File: config.mk
export PLATFORM = sky130hd
export DESIGN_NAME = cmp_iter
export DESIGN_NICKNAME = d
export VERILOG_FILES = /design/src/rtl/cmp_iter.sv
export SDC_FILE = /design/constraint.sdc
export NUM_CORES = 1
export LEC_CHECK = 0
export ABC_AREA = 1
export BUFFER_PORTS_ARGS = -buffer_cell sky130_fd_sc_hd__buf_2
export CELL_PAD_IN_SITES_DETAIL_PLACEMENT = 1
export CELL_PAD_IN_SITES_GLOBAL_PLACEMENT = 2
export CORE_MARGIN = 10
export CORE_UTILIZATION = 30
export CTS_CLUSTER_DIAMETER = 30
export DETAILED_ROUTE_END_ITERATION = 8
export GPL_ROUTABILITY_DRIVEN = 1
export PLACE_DENSITY = 0.89
export SLEW_MARGIN = 15
export SYNTH_ARGS = -nofsm -noshare
export SYNTH_HDL_FRONTEND = slang
export SYNTH_SLANG_ARGS = --single-unit
File: constraint.sdc
create_clock -name clk -period 3.99 [get_ports clk]
set_input_delay 0.9975 -clock clk [delete_from_list [all_inputs] [get_ports clk]]
set_output_delay 0.9975 -clock clk [all_outputs]
set_load 0.01 [all_outputs]
File: src/rtl/cmp_iter.sv
// Multi-cycle slice-serial comparator returning S/Z/V/N results.
// Operands are scanned MSB slice first and the scan stops at the first differing slice.
module cmp_iter #(
    parameter int WIDTH = 32,
    parameter int SLICE = 8
) (
    input  logic             clk,
    input  logic             reset,
    input  logic             start,
    input  logic [WIDTH-1:0] A,
    input  logic [WIDTH-1:0] B,
    input  logic             Sign,
    input  logic [2:0]       Mode,
    output logic             busy,
    output logic             done,
    output logic [WIDTH-1:0] S,
    output logic             Z,
    output logic             V,
    output logic             N
);

    localparam int NSLICE = WIDTH / SLICE;
    localparam int IW     = (NSLICE > 1) ? $clog2(NSLICE) : 1;
    localparam logic [IW-1:0] IDX_TOP = IW'(NSLICE - 1);

    typedef enum logic [0:0] {
        IDLE = 1'b0,
        SCAN = 1'b1
    } state_t;

    state_t           state_r;
    state_t           state_nxt_s;
    logic [WIDTH-1:0] a_r;
    logic [WIDTH-1:0] b_r;
    logic             sign_r;
    logic [2:0]       mode_r;
    logic [IW-1:0]    idx_r;
    logic             eq_acc_r;
    logic             busy_r;
    logic             done_r;
    logic [WIDTH-1:0] s_r;
    logic             z_r;

    logic             load_s;
    logic             term_s;
    logic [SLICE-1:0] a_sl_s;
    logic [SLICE-1:0] b_sl_s;
    logic             flip_s;
    logic             diff_s;
    logic             eq_s;
    logic             lt_s;
    logic             result_s;

    function automatic logic mode_result(input logic [2:0] mode,
                                         input logic       eq,
                                         input logic       lt);
        logic r;
        case (mode)
            3'd0:    r = eq;
            3'd1:    r = ~eq;
            3'd2:    r = lt;
            3'd3:    r = lt | eq;
            3'd4:    r = ~lt & ~eq;
            3'd5:    r = ~lt;
            default: r = 1'b0;
        endcase
        return r;
    endfunction

    // Current-slice comparison; the top slice gets its MSB flipped in signed mode
    // so that two's-complement order becomes plain unsigned order.
    always_comb begin
        a_sl_s = a_r[int'(idx_r) * SLICE +: SLICE];
        b_sl_s = b_r[int'(idx_r) * SLICE +: SLICE];
        flip_s = sign_r & (idx_r == IDX_TOP);
        a_sl_s[SLICE-1] = a_sl_s[SLICE-1] ^ flip_s;
        b_sl_s[SLICE-1] = b_sl_s[SLICE-1] ^ flip_s;
        diff_s   = (a_sl_s != b_sl_s);
        eq_s     = eq_acc_r & ~diff_s;
        lt_s     = diff_s & (a_sl_s < b_sl_s);
        result_s = mode_result(mode_r, eq_s, lt_s);
    end

    // State register.
    always_ff @(posedge clk) begin
        if (reset) begin
            state_r <= IDLE;
        end else begin
            state_r <= state_nxt_s;
        end
    end

    // Next-state and control decode.
    always_comb begin
        state_nxt_s = state_r;
        load_s      = 1'b0;
        term_s      = 1'b0;
        case (state_r)
            IDLE: begin
                if (start) begin
                    load_s      = 1'b1;
                    state_nxt_s = SCAN;
                end else begin
                    state_nxt_s = IDLE;
                end
            end
            SCAN: begin
                if (diff_s || (idx_r == {IW{1'b0}})) begin
                    term_s      = 1'b1;
                    state_nxt_s = IDLE;
                end else begin
                    state_nxt_s = SCAN;
                end
            end
            default: begin
                state_nxt_s = IDLE;
            end
        endcase
    end

    // Operand latch, slice walk and registered result.
    always_ff @(posedge clk) begin
        if (reset) begin
            a_r      <= {WIDTH{1'b0}};
            b_r      <= {WIDTH{1'b0}};
            sign_r   <= 1'b0;
            mode_r   <= 3'd0;
            idx_r    <= {IW{1'b0}};
            eq_acc_r <= 1'b1;
            busy_r   <= 1'b0;
            done_r   <= 1'b0;
            s_r      <= {WIDTH{1'b0}};
            z_r      <= 1'b1;
        end else begin
            busy_r <= (state_nxt_s == SCAN);
            done_r <= term_s;
            if (load_s) begin
                a_r      <= A;
                b_r      <= B;
                sign_r   <= Sign;
                mode_r   <= Mode;
                idx_r    <= IDX_TOP;
                eq_acc_r <= 1'b1;
            end else if (term_s) begin
                s_r <= WIDTH'(result_s);
                z_r <= ~result_s;
            end else if (state_r == SCAN) begin
                idx_r    <= idx_r - {{(IW-1){1'b0}}, 1'b1};
                eq_acc_r <= eq_s;
            end
        end
    end

    assign busy = busy_r;
    assign done = done_r;
    assign S    = s_r;
    assign Z    = z_r;
    assign V    = 1'b0;
    assign N    = 1'b0;

endmodule

==> results.toml <==
[logic_synthesis]
synth_top_area_cell = "dfxtp_1"
syn_inst = 506
synth_warnings = 0
syn_area_mm2 = 0.003582
syn_avg_cell_area_um2 = 7.079
ys_top_cells_by_area = "dfxtp_1 (42%), nor2_1 (17%), o21ai_0 (11%), buf_4 (6.9%), nand2_1 (5.1%)"
synth_top_cell_area_share_pct = 41.91
ys_seq_area_share_pct = 41.91
ys_types = 22
ys_ff_latch = 75

[clock_network]
clock_sinks = 75
cts_tree = "built"
clockBufferDepth = 2
postCtsSetupBuffers = 0
cts_root_buf = "clkbuf_16"
ctsHoldBuffers = 0
numCtsBuffers = 9
clk_pin_slew_ns = 0.06
clk_latency_ns = 0.33
ctsResizeCount = 0
cts_htree_levels = 3

[setup_path]
r2r_end = "Z"
cp_slowest_cell = "inv_1"
path_max_fanout = 34
crit_chain = "inv_1 -> o21ai_0 -> o22ai_1 -> xor2_1 -> ha_1 -> nand2_2 -> nor2_4 -> nand2_1 -> nor2_1 -> inv_1 -> nand2_1 -> inv_1 -> nand3_1 -> nand3_1"
slowest_delay_ns = 0.70
cp_common_cell = "inv_1"
r2r_cells = 14
cp.required_ns = 4.19
r2r-start = "idx_r[0]"
cp.depth = 14
crit_start = "idx_r[0]"
endpoint = "Z"
path_buf_inv = 3
path_class = "reg -> reg"
r2r_setup_slack_ns = 1.23
cp-end-kind = "register"
cpLargestDelayFamily = "buffers and inverters"
arrival_ns = 2.95
setup.worst_path.start_class = "register"

[die]
num_rows = 39
die_x_um = 129.3
dieArea_mm2 = 0.01671
dieHeight_um = 129.3
core_area_mm2 = 0.01156
ios = 108
start_util_pct = 30.97

[finish]
drive_gt1_share_pct = 17.75
antenna_cells = 0
nNetsFinal = 645
fillers = 1496
final_cell_mix = "nor2_1 (158), o21ai_0 (79), dfxtp_1 (75)"
final_common_cell = "nor2_1"
syn2layout_area_growth_pct = 18.48

[pwr]
total_power_mw = 2.071
powerDensity_mw_per_mm2 = 488.0
ir_drop_mv = 0.2115
leakagePower_nw = 1.963

[route]
dr.first_iter.drc_count = 202
wl_um = 10820
drc = 0
wire_per_inst_um = 15.19
vias_per_cell = 4.621
drtAntennaViolNets = 0
route.vias.total = 3290
drt_pass1_iterations = 6

[timing]
max_freq_ghz = 0.3629
worstMarginPinSlew_ns = 0.9735
period_needed_ns = 2.756
rsz0062_at_grt = "false"
setup_viol = 0
final_max_slew_viol_count = 0
slew_headroom_pct = 35.03
clock_skew_ns = 0.003901
tns_ns = 0
hold_viol = 0
period_share_pct = 69.06

[placed_design]
gp_congestion = 0.8446
io_buffers = 74
post-dp-hpwl_um = 7913

[hold_path]
min_path_type = "reg -> reg"

[run]
maxCapViolations = 0

[grt]
grt_usage_pct = 13.08
grt_pass1_wl_um = 17640
antenna_found_initial = 0
grt_max_degree = 72
grt_overflow = 0
grt_pass1_vias = 3554

[status]
status = "finished clean"
[cell families (layout without fill, tap and decap cells)]
logic type / Yosys count / after routing / synth area share [%]
XOR/XNOR: 2 / 2 / 0.4891
AO/OA/AOI/OAI: 120 / 120 / 18.16
adder cells (fa/ha/maj): 10 / 10 / 3.493
other: 1 / 33 / 0.1047
AND/OR/NAND/NOR: 221 / 221 / 24.00
flip-flops: 75 / 75 / 41.91
buffers and inverters: 77 / 108 / 11.84
[synthesized netlist by cell type]
cell type and count:
xnor2_1 1, nand3_1 8, o21ai_0 79, nand2_1 49
a21oi_1 16, o21ai_1 8, buf_4 33, nand2_2 2
buf_2 9, ha_1 10, inv_2 1, nor2_4 1
inv_1 13, conb_1 1, dfxtp_1 75, nor2_1 158
clkbuf_1 21, xor2_1 1, a21oi_2 1, a32o_1 7
nor2_2 3, o22ai_1 9
[layer usage]
| metal | vias to the layer above | GRT usage [%] | part of all wire, % |
|---|---|---|---|
| met2 | 73 | 21.77 | 48 |
| li1 | 1695 | - | - |
| met3 | 8 | 5.220 | 5.9 |
| met4 | 0 | 3.144 | 1.1 |
| met5 | - | 0 | 0 |
| met1 | 1514 | 15.44 | 44 |
[worst register-to-register path, stage by stage, from the launching register on]
cell     delay [ns]
dfxtp_1        0.31
inv_1          0.70
o21ai_0        0.18
o22ai_1        0.18
xor2_1         0.09
ha_1           0.31
nand2_2        0.07
nor2_4         0.12
nand2_1        0.08
nor2_1         0.19
inv_1          0.06
nand2_1        0.11
inv_1          0.07
nand3_1        0.08
nand3_1        0.06
[state kept, by name, indices dropped and copies added (netlist names)]
name and count:
mode_r 3, S 1, done 1, busy 1, sign_r 1, eq_acc_r 1, Z 1, idx_r 2
b_r 32, a_r 32
[cell type report]
type | instances | area [um2] | share of cell area [%]
well taps | 143 | 178.9 | 4.216
inverters | 14 | 52.55 | 1.238
multi-input cells | 386 | 1782 | 41.98
flip-flops and latches | 75 | 1501 | 35.38
repair buffers | 78 | 400.4 | 9.434
clock inverters | 4 | 72.57 | 1.710
clock buffers | 12 | 256.5 | 6.044
[worst min-delay path by stage]
stage               startpoint        to  slack, ns  cells past startpoint
floorplan             eq_acc_r  eq_acc_r       0.42                      2
global placement      eq_acc_r  eq_acc_r       0.47                      2
detailed placement    eq_acc_r  eq_acc_r       0.47                      2
CTS                   eq_acc_r  eq_acc_r       0.48                      2
global route          eq_acc_r  eq_acc_r       0.52                      2
finish                eq_acc_r  eq_acc_r       0.47                      2
[where the power goes]
part / switching [mW] / total, mW / internal [mW] / leakage [nW]
clock network: 0.304 / 0.884 / 0.580 / 0.159
logic: 0.214 / 0.340 / 0.126 / 1.18
registers: 0.0384 / 0.847 / 0.809 / 0.622
[through the flow]
step	hold slack (ns)	worst slack (ns)	instances	area, um2	util (%)
global placement	0.4654	1.333	696	3915	33.85
floorplan	0.4171	1.755	538	3702	-
global route	0.5165	0.8556	712	4244	36.70
detailed placement	0.4682	1.216	696	3915	33.85
CTS	0.4834	1.205	712	4244	36.70
finish	0.4709	1.234	712	4244	36.70
No activity file was read; power rests on OpenSTA's default activity.
